<file path="src/rtl/uart_tx.sv">
`timescale 1ns/1ps
// ---------------------------------------------------------------------------
// uart_tx -- UART transmitter.
// Sends one byte per request as an asynchronous frame on o_txd: a start bit
// (0), eight data bits LSB first, an optional parity bit, and then one or two
// stop bits (1). Each bit lasts OVERSAMPLE ticks of the i_clk_tx enable.
//
// Ports:
//   clk         system clock, rising edge
//   reset       asynchronous, active-low reset
//   i_clk_tx    oversampling tick enable (baud x OVERSAMPLE), 1 clk wide
//   i_tx_start  transmit request, accepted only while idle
//   i_tx_data   byte to send, latched when the request is accepted
//   o_txd       serial line, idle high (registered)
//   o_tx_busy   high from acceptance until the end of the frame (registered)
//   o_tx_done   one-clk pulse at the end of the frame (registered)
// ---------------------------------------------------------------------------
module uart_tx #(
    parameter int unsigned OVERSAMPLE = 16,
    parameter int unsigned PARITY_EN  = 0,
    parameter int unsigned PARITY_ODD = 0,
    parameter int unsigned STOP_BITS  = 1
) (
    input  logic       clk,
    input  logic       reset,
    input  logic       i_clk_tx,
    input  logic       i_tx_start,
    input  logic [7:0] i_tx_data,
    output logic       o_txd,
    output logic       o_tx_busy,
    output logic       o_tx_done
);

    typedef enum logic [2:0] {
        S_IDLE,
        S_START,
        S_DATA,
        S_PARITY,
        S_STOP
    } state_t;

    localparam logic [3:0] TICK_LAST = 4'(OVERSAMPLE - 1);
    localparam logic       STOP_LAST = 1'(STOP_BITS - 1);
    localparam logic       PAR_ODD   = 1'(PARITY_ODD);

    state_t     r_state,    w_state;
    logic [3:0] r_tick_cnt, w_tick_cnt;
    logic [7:0] r_shift,    w_shift;
    logic [2:0] r_bit_idx,  w_bit_idx;
    logic       r_parity,   w_parity;
    logic       r_stop_cnt, w_stop_cnt;
    logic       r_txd,      w_txd;
    logic       r_busy,     w_busy;
    logic       r_done,     w_done;
    logic       w_bit_end;

    // The last tick of a bit period closes the bit.
    assign w_bit_end = i_clk_tx && (r_tick_cnt == TICK_LAST);

    always_ff @(posedge clk or negedge reset) begin
        if (!reset) begin
            r_state    <= S_IDLE;
            r_tick_cnt <= '0;
            r_shift    <= '0;
            r_bit_idx  <= '0;
            r_parity   <= 1'b0;
            r_stop_cnt <= 1'b0;
            r_txd      <= 1'b1;
            r_busy     <= 1'b0;
            r_done     <= 1'b0;
        end else begin
            r_state    <= w_state;
            r_tick_cnt <= w_tick_cnt;
            r_shift    <= w_shift;
            r_bit_idx  <= w_bit_idx;
            r_parity   <= w_parity;
            r_stop_cnt <= w_stop_cnt;
            r_txd      <= w_txd;
            r_busy     <= w_busy;
            r_done     <= w_done;
        end
    end

    always_comb begin
        w_state    = r_state;
        w_tick_cnt = r_tick_cnt;
        w_shift    = r_shift;
        w_bit_idx  = r_bit_idx;
        w_parity   = r_parity;
        w_stop_cnt = r_stop_cnt;
        w_txd      = r_txd;
        w_busy     = r_busy;
        w_done     = 1'b0;

        // Tick counting runs only inside a frame; a tick on the acceptance
        // edge is dropped because IDLE clears the counter instead.
        if (r_state != S_IDLE && i_clk_tx) begin
            w_tick_cnt = w_bit_end ? '0 : r_tick_cnt + 4'd1;
        end

        case (r_state)
            S_IDLE: begin
                w_txd  = 1'b1;
                w_busy = 1'b0;
                if (i_tx_start) begin
                    w_shift    = i_tx_data;
                    w_parity   = (^i_tx_data) ^ PAR_ODD;
                    w_tick_cnt = '0;
                    w_bit_idx  = '0;
                    w_state    = S_START;
                    w_txd      = 1'b0;
                    w_busy     = 1'b1;
                end
            end
            S_START: begin
                if (w_bit_end) begin
                    w_state = S_DATA;
                    w_txd   = r_shift[0];
                end
            end
            S_DATA: begin
                if (w_bit_end) begin
                    w_shift   = r_shift >> 1;
                    w_bit_idx = r_bit_idx + 3'd1;
                    if (r_bit_idx == 3'd7) begin
                        if (PARITY_EN != 0) begin
                            w_state = S_PARITY;
                            w_txd   = r_parity;
                        end else begin
                            w_state    = S_STOP;
                            w_txd      = 1'b1;
                            w_stop_cnt = 1'b0;
                        end
                    end else begin
                        // Line shows the bit that the shift is about to expose.
                        w_txd = r_shift[1];
                    end
                end
            end
            S_PARITY: begin
                if (w_bit_end) begin
                    w_state    = S_STOP;
                    w_txd      = 1'b1;
                    w_stop_cnt = 1'b0;
                end
            end
            S_STOP: begin
                w_txd = 1'b1;
                if (w_bit_end) begin
                    if (r_stop_cnt == STOP_LAST) begin
                        w_state = S_IDLE;
                        w_busy  = 1'b0;
                        w_done  = 1'b1;
                    end else begin
                        w_stop_cnt = r_stop_cnt + 1'b1;
                    end
                end
            end
            default: begin
                w_state = S_IDLE;
                w_txd   = 1'b1;
                w_busy  = 1'b0;
            end
        endcase
    end

    assign o_txd     = r_txd;
    assign o_tx_busy = r_busy;
    assign o_tx_done = r_done;

endmodule

</file>
<file path="config.mk">
export PLATFORM = sky130hd
export DESIGN_NAME = uart_tx
export DESIGN_NICKNAME = d
export VERILOG_FILES = /design/src/rtl/uart_tx.sv
export SDC_FILE = /design/constraint.sdc
export NUM_CORES = 1
export LEC_CHECK = 0
export BUFFER_PORTS_ARGS = -buffer_cell sky130_fd_sc_hd__buf_4
export CAP_MARGIN = 15
export CORE_ASPECT_RATIO = 0.8
export CORE_MARGIN = 2
export CORE_UTILIZATION = 40
export DETAILED_ROUTE_END_ITERATION = 7
export PLACE_DENSITY = 0.58
export SKIP_CTS_REPAIR_TIMING = 1
export SYNTH_ARGS = -nofsm -noshare
export SYNTH_HDL_FRONTEND = slang
export SYNTH_SLANG_ARGS = --single-unit
</file>
<file path="constraint.sdc">
create_clock -name clk -period 2.2 [get_ports clk]
set_clock_uncertainty 0.2 [all_clocks]
set_input_delay 0.11 -clock clk [delete_from_list [all_inputs] [get_ports clk]]
set_output_delay 0.11 -clock clk [all_outputs]
set_load 0.005 [all_outputs]
</file>
=== After elaboration in Yosys (flattened, before gate mapping) ===
Index checks and enable logic that the tools add are counted.

* Add/sub/neg operators: 3
* Multipliers: 0
* Divide/modulo/power cells: 0
* Magnitude comparators: 0
* Equality and inequality tests: 13
* Shift operators: 0
* Muxes and demuxes: 37
* Bitwise gates (word level): 1
* Reductions and logical operators: 12

{| class="wikitable"
|+ Operators by type and width
! cell !! number
|-
| $mux 3 || 9
|-
| $mux 1 || 16
|-
| $mux 4 || 4
|-
| $mux 8 || 2
|-
| $pmux 8 s2 || 1
|-
| $pmux 3 s5 || 1
|-
| $ne 2x2->1 const B || 7
|-
| $reduce_and 3->1 || 3
|-
| $reduce_and 7->1 || 1
|-
| $eq 3x2->1 const B || 2
|-
| $eq 3x3->1 const B || 2
|-
| $pmux 1 s3 || 2
|-
| $pmux 3 s2 || 1
|-
| $reduce_bool 3->1 || 2
|-
| $reduce_and 5->1 || 1
|-
| $add 4x1->4 const B || 1
|-
| $eq 4x4->1 const B || 1
|-
| $pmux 1 s4 || 1
|-
| $add 3x1->3 const B || 1
|-
| $eq 3x1->1 const B || 1
|-
| $logic_not 3->1 || 1
|-
| $reduce_or 3->1 || 1
|-
| $logic_and 1x1->1 || 2
|-
| $reduce_bool 2->1 || 1
|-
| other kinds (2) || 2
|}

* Flip-flop bits (word level): 22
* Bits in latches: 0
* Bits in writable memories: 0
* Memory bits (read-only): 0
* Input port bits: 12
* Memories kept: 0

=== Depth between registers and ports, before layout ===
Gate-level depths: netlist (run 1).

* Depth after elaboration: 6
* Mapped depth: 6
* Gate-level depth less buffers: 5

=== Worst setup path before layout (run 1) ===
OpenSTA, ideal clock, no wires.

* Kind: flip-flop to flip-flop
* Start point: register r_tick_cnt[0]
* End point: register r_shift[1]
* Library setup time: 0.123 ns
* Arrival: 1.464 ns
* Path slack: 0.413 ns
* Stages on the path, launching flop included: 7
* Buffers on the path: 2
* Clock period less this slack: 1.787 ns
* Cells stage by stage: dfrtp_1 ha_1 and4_1 buf_2 a21o_1 buf_6 o221a_2

* Word-level cells in the longest chain between the ends: 4

{| class="wikitable"
|+ Ends and longest elaborated chain
! element !! RTL line !! source
|-
| from (decl) || 47 || <nowiki>logic [3:0] r_tick_cnt, w_tick_cnt;</nowiki>
|-
| from (signal assigned) || 73 || <nowiki>r_tick_cnt <= w_tick_cnt;</nowiki>
|-
| $eq 4x4->1 || 58 || <nowiki>assign w_bit_end = i_clk_tx && (r_tick_cnt == TICK_LAST);</nowiki>
|-
| $logic_and 1x1->1 || 58 ||
|-
| $ne 2x2->1 (no line) || -- ||
|-
| $reduce_and 3->1 (no line) || -- ||
|-
| to (signal assigned) || 74 || <nowiki>r_shift <= w_shift;</nowiki>
|-
| to (decl) || 48 || <nowiki>logic [7:0] r_shift, w_shift;</nowiki>
|}

Every way passes these cells.
A chain may end at the register's enable or synchronous reset.

=== Worst setup path after layout (run 1) ===
* Start point: register r_tick_cnt[0]
* End point: register r_shift[5]

Same word-level chain as after synthesis.

==> results.md, run 1 <==
- The flow ran to the end, and the final reports show no timing, DRC or antenna violations.
- The floorplan has 16 rows.
- The startpoint-to-endpoint class of the critical path is flip-flop to flip-flop.
- The die area is 3160 um^2.
- In the synthesized netlist the dominant register cell turns out to be sky130_fd_sc_hd__dfrtp_1.
- The routing usage on met1 is 0.206.
- The maximum resistive drop on vdd is 0.494 mV.
- The number of hold violations in the final report is 0.
- The nature of the critical path startpoint is a flip-flop.
- The share of flip-flops with an asynchronous set or reset is 1.00.
- CTS built an H-tree with a depth of 1.
- The routed design has 2100 um of wire.
- The endpoint class of the critical path is a flip-flop.
- The ratio of total power to cell area is 932 nW/um^2.
- Setup repair after global routing left no endpoint under its margin.
- The worst setup path startpoint is r_tick_cnt[0].
- Of all nets on the critical path, the largest fanout is 9.
- The number of different library cells used by synthesis comes to 37.
- After the last flow step, the layout net total stands at 135.
- For this design the static power due to leakage is 0.574 nW.
- The most common library cell in the layout ignoring fill and taps is sky130_fd_sc_hd__dfrtp_1.
- For this run, the number of Yosys warnings is 0.
- After global routing, the most crowded layer is met1.
- The final-report max-slew violation count is 0.
- The final routed DRC violation total is 0.
- The largest net degree at the start of global routing is 22.
- The fraction of final layout cells sized beyond drive strength 1 is 0.269.
- The count of nets left with antenna violations once routing finished came out at 0.
- The detailed-route wire length per cell is 13.5 um.
- The worst path needs 1940 ps of the cycle, external delays included.
- The worst pin sits at a relative slew slack of 0.723.
- The cell area that synthesis handed to floorplanning was 1090 um^2.
- The number of antenna violations at the first check in global routing came to 0.
- In this run the standard cell core region covers 2520 um^2.
- The global-route met2 utilization is 0.201.
- In this run, synthesis inferred 0 flip-flops with an integrated enable.
- Based on the critical path, the design can be clocked at up to 514 MHz.
- The average vias per placed instance is 5.26.
- In this run the clock root is driven by a sky130_fd_sc_hd__clkbuf_4.
- The sequential fraction of the synthesis area is 0.483.
- The first-pass iteration count of the detailed router is 4.
- The synthesized design contains 21 register bits.
- The share of the clock period used by the worst path after layout is 0.884.
- For the final routed database, the setup TNS stands at 0 ps.
- At the end of routability-driven placement, the weighted congestion stood at 0.755.
- The later pin in the worst-skew pair is clocked with a latency of 310 ps.
- Summing over every cut layer, the via total after detailed routing is 815.
- The arrival time at the worst endpoint is 1940 ps.
- The first global-routing pass estimated 3440 um of wire.
- The average instance in the mapped netlist occupies 11.4 um^2.
- The buffer depth of the longest clock path is 2.
- Counting every net in the synthesized netlist gives 111.
- The starting DRC count in detailed routing is 25.
- The post-CTS clock slew at the launch and capture registers of the worst setup and hold paths is 120 ps.
- The worst register-to-register path begins at r_tick_cnt[0].
- TritonCTS built the clock tree.
- The number of clock buffers added by TritonCTS is 3.
- The count of port buffers added during placement is 14.
- The floorplan step set the die height to 50.7 um.
- The clock net sink count is 21.
- The overall fraction of global-route tracks in use is 0.141.
- For the pin with the worst max-slew slack, the measured transition is 405 ps.
- Relative to the synthesized area, the layout overhead comes to 21.5%.
- For this run, global-route usage on met3 was measured as 0.0471.
- The HPWL after detailed placement is 1430 um.
- For this configuration, the core starts out at a cell density of 0.432.
- The number of diodes added for antenna fixing is 0.
- Global routing finished with a remaining overflow of 0.
- The number of standard cells after synthesis is 96.
- Power comes to 1.23 mW.
- Leaving out fill and tap cells, the most frequent cells in the layout are sky130_fd_sc_hd__dfrtp_1 (20), sky130_fd_sc_hd__buf_4 (16), sky130_fd_sc_hd__dlygate4sd3_1 (10).
- The number of global-route vias before repair is 708.
- Measured along the x axis, the die boundary spans 62.4 um.
- The min-delay analysis places its worst path in the category primary input to async pin.
- The count of maximum capacitance violations is 0.
- Across all hold checks on the routed design, the worst slack comes to 4.95 ps.
- The required arrival time at the worst endpoint is 2200 ps.
- The final-report setup violation count is 0.
- In this run the count of I/O pins placed on the die edge is 15.
[layout make-up]
| type | instances | area [um^2] |
|---|---|---|
| Clock buffer | 3 | 22.5 |
| Clock inverter | 1 | 5.00 |
| Fill cell | 236 | 1200 |
| Inverter | 5 | 18.8 |
| Multi-Input combinational cell | 63 | 485 |
| Sequential cell | 21 | 527 |
| Tap cell | 36 | 45.0 |
| Timing Repair Buffer | 26 | 220 |
[cell usage after synthesis, types with 2 or more instances]
master,instances,share of area
sky130_fd_sc_hd__dfrtp_1,20,0.46
sky130_fd_sc_hd__o221a_2,7,0.072
sky130_fd_sc_hd__or2b_1,7,0.048
sky130_fd_sc_hd__inv_1,5,0.017
sky130_fd_sc_hd__nand3_1,5,0.023
sky130_fd_sc_hd__buf_6,4,0.041
sky130_fd_sc_hd__mux2i_1,4,0.037
sky130_fd_sc_hd__nor2_1,4,0.014
sky130_fd_sc_hd__a21oi_1,3,0.014
sky130_fd_sc_hd__ha_1,3,0.034
sky130_fd_sc_hd__nand2_1,3,0.010
sky130_fd_sc_hd__o21ai_1,3,0.014
sky130_fd_sc_hd__buf_2,2,0.0092
sky130_fd_sc_hd__nand4_1,2,0.011
sky130_fd_sc_hd__nor4_1,2,0.011
[logic make-up after synthesis]
kind of cell             share of synthesized area
AO/OA/AOI/OAI                                0.188
adder cells (fa/ha/maj)                     0.0344
buffers and inverters                       0.0712
flip-flops                                   0.483
multiplexers                                0.0471
AND/OR/NAND/NOR                              0.176
[worst paths after layout]
path                       slack (ps)  cells after the start            to
max reg2reg                       260                      4    r_shift[5]
min reg2reg                       300                      1  r_bit_idx[0]
max in group asynchronous        1530                      2         o_txd
max                               260                      4    r_shift[5]
min in group clk                   80                      4    r_shift[7]
min                                 5                      2    r_shift[2]
[critical path, cell delays in order, from the launching register on]
cell and delay, ps:
sky130_fd_sc_hd__dfrtp_1 400, sky130_fd_sc_hd__ha_1 220, sky130_fd_sc_hd__and4_1 400, sky130_fd_sc_hd__nand2_1 280
sky130_fd_sc_hd__o221a_2 340
[metal layers]
metal,part of all wire,up-vias
met5,0,-
met4,0.0072,0
met3,0.029,2
met2,0.45,13
met1,0.51,391
li1,-,409
[report_power, final]
part / switching [mW] / leakage [nW] / total, mW / internal (mW)
Sequential: 0.119 / 0.254 / 0.642 / 0.523
Clock: 0.120 / 0.0177 / 0.188 / 0.0678
Combinational: 0.162 / 0.303 / 0.404 / 0.242
[metrics by stage]
step	instances	area [um^2]	util	setup WS (ps)
5_1_grt	155	1320	0.525	148
3_3_place_gp	141	1200	0.474	323
3_5_place_dp	141	1200	0.474	263
2_1_floorplan	96	1090	-	413
6_report	155	1320	0.525	256
4_1_cts	145	1220	0.485	242
[flip-flops by register name, indices dropped and copies added, names as in the netlist]
signal and flops:
o_tx_done 1, r_tick_cnt 4, r_bit_idx 3, o_txd 1, r_shift 8, o_tx_busy 1, r_state 3
Power figures use the tool's default switching activity.
==> run 2, diff against run 1 <==
CTS_BUF_LIST = sky130_fd_sc_hd__clkbuf_8 sky130_fd_sc_hd__clkbuf_16   (was not set)
==> results.md, run 2 (synthesized netlist as in run 1, its figures left out) <==
- The final routed DRC violation total is 0.
- For this run, the total global-route usage over all layers was measured as 0.144.
- The worst-case IR drop observed on VDD is 0.502 mV.
- The register name with the most flops is r_shift.
- In the final layout, the share of cells above drive strength 1 is 0.278.
- Walking the worst path, the cells encountered are ha_1 -> and4_1 -> nand2_1 -> o221a_2.
- The first global-routing pass estimated 3440 um of wire.
- The clock period minus final worst setup slack is 1950 ps.
- The final sum of negative setup slack is 0 ps.
- The ratio of total power to cell area is 999 nW/um^2.
- The CTS H-tree depth is 1.
- The largest individual stage delay along the critical path comes from the cell sky130_fd_sc_hd__and4_1.
- The largest registers in the layout are r_shift x8, r_tick_cnt x4.
- At the worst endpoint, the arrival time is 1900 ps.
- The final-report setup violation count is 0.
- In this run the static leakage power is 0.565 nW.
- The critical path is of the flip-flop to flip-flop type.
- In the layout the commonest cells are sky130_fd_sc_hd__dfrtp_1 (20), sky130_fd_sc_hd__buf_4 (16), sky130_fd_sc_hd__or2b_1 (7), sky130_fd_sc_hd__o221a_2 (7), sky130_fd_sc_hd__dlygate4sd3_1 (6).
- The die area is 3160 um^2.
- After floorplanning, the core was sized to cover 2520 um^2.
- The first detailed-routing pass ran for 4 iterations.
- The routed layout has 822 vias.
- The final-report max-slew violation count was 0.
- In this run the worst path has a maximum fanout of 9.
- The path type of the worst min-delay path is primary input to flip-flop.
- The detailed placement HPWL is 1430 um.
- After detailed routing, the average wire length per cell comes to 13.9 um.
- The number of buffers created by CTS is 3.
- From synthesis to final layout, the design area changed by 19.5%.
- Power comes to 1.30 mW.
- The register with the most flip-flops in the layout has 8 of them.
- The count of buffer and inverter cells on the critical path is 0.
- The number of diodes added for antenna fixing is 0.
- The number of global-route vias before repair is 712.
- The flow ran to the end, but the final reports show violations.
- Counting tap cells, the placed design contains a total of 141 instances.
- The final wirelength is 2100 um.
- In the finished design, the share of the clock period the worst path needs comes to 0.886.
- The tool flagged a number of max-cap violations equal to 0.
- The total grt overflow is 0.
- The floorplan row count is 16.
- The required arrival time at the worst endpoint is 2150 ps.
- The final net count is 131.
- The number of hold violations in the final report is 4.
- Counting every sink on the clock net gives 21.
- The TritonCTS clock tree is yes.
- The average vias per placed instance is 5.44.
- The checks that failed: negative hold slack.
- The die is 62.4 um wide.
- The slew at the pin closest to its max-slew limit is 405 ps.
- For this block, the initial DRC count from the detailed router was 24.
- The most common library cell in the layout ignoring fill and taps is sky130_fd_sc_hd__dfrtp_1.
- The cell class contributing the biggest share of worst-path delay is simple AND/OR/NAND/NOR gates.
- The floorplan die height is 50.7 um.
- The worst setup path is captured at a flip-flop.
- The tree is rooted in a sky130_fd_sc_hd__clkbuf_8.
- The count of cells in the finished layout, fillers not included, comes to 151.
- During I/O placement, the number of pins put on the boundary was 15.
- The starting density of the core is 0.432.
- The critical path's largest stage delay is 400 ps.
- The number of antenna violations at the first check in global routing is 0.
- After clock tree synthesis, the clock-pin slew on the worst setup and hold paths is 80 ps.
- Setup repair after global routing left no endpoint under its margin.
- The worst slew slack as a fraction of its limit is 0.723.
- STA classifies the critical path startpoint as a flip-flop.
- The last weighted congestion value of the routability-driven placer is 0.755.
- Entering global routing, the biggest net connects 22 pins.
- The tightest hold margin is -16.3 ps.
- The achievable clock frequency is 513 MHz.
- Once detail routing completed, the nets flagged for antenna violations numbered 0.
- In this run the deepest clock path goes through 2 buffers.
- The worst-skew pair later-pin latency is 260 ps.
- Port buffering added 14 buffers.
-- run 2: stage by stage --
stage | area, um^2 | utilization | hold slack [ps] | setup slack (ps)
6_report | 1300 | 0.516 | -16.3 | 252
5_1_grt | 1300 | 0.516 | 0.624 | 155
3_3_place_gp | 1200 | 0.474 | -193 | 323
4_1_cts | 1240 | 0.493 | -479 | 248
3_5_place_dp | 1200 | 0.474 | -191 | 263
2_1_floorplan | 1090 | - | -386 | 413
-- run 2: routing by layer --
layer,part of all wire,vias up,GRT usage
met2,0.44,23,0.201
met5,0,-,0
met4,0.018,0,0.0556
met1,0.49,394,0.205
li1,-,400,-
met3,0.048,5,0.0471
-- run 2: worst register-to-register path: stages, from the launching register on --
cell,delay [ps]
sky130_fd_sc_hd__dfrtp_1,390
sky130_fd_sc_hd__ha_1,220
sky130_fd_sc_hd__and4_1,400
sky130_fd_sc_hd__nand2_1,280
sky130_fd_sc_hd__o221a_2,350
-- run 2: cell type report --
cell class	count	area [um^2]
Sequential cell	21	527
Timing Repair Buffer	22	180
Clock buffer	3	41.3
Multi-Input combinational cell	63	485
Clock inverter	1	5.00
Tap cell	36	45.0
Fill cell	232	1220
Inverter	5	18.8
-- run 2: power breakdown --
group          internal [mW]  switching (mW)  total, mW
combinational          0.237           0.162      0.400
sequential             0.523           0.120      0.644
clock                  0.126           0.131      0.258
-- run 2: final timing paths --
check,startpoint,end,slack [ps],cells after the start
setup / recovery,r_tick_cnt[0],r_shift[5],250,4
hold / removal,i_tx_data[3],r_shift[3],-20,3
setup reg to reg,r_tick_cnt[0],r_shift[5],250,4
hold reg to reg,r_bit_idx[0],r_bit_idx[0],290,1
max in group asynchronous,reset,o_txd,1470,2
min in group asynchronous,reset,r_tick_cnt[1],60,2
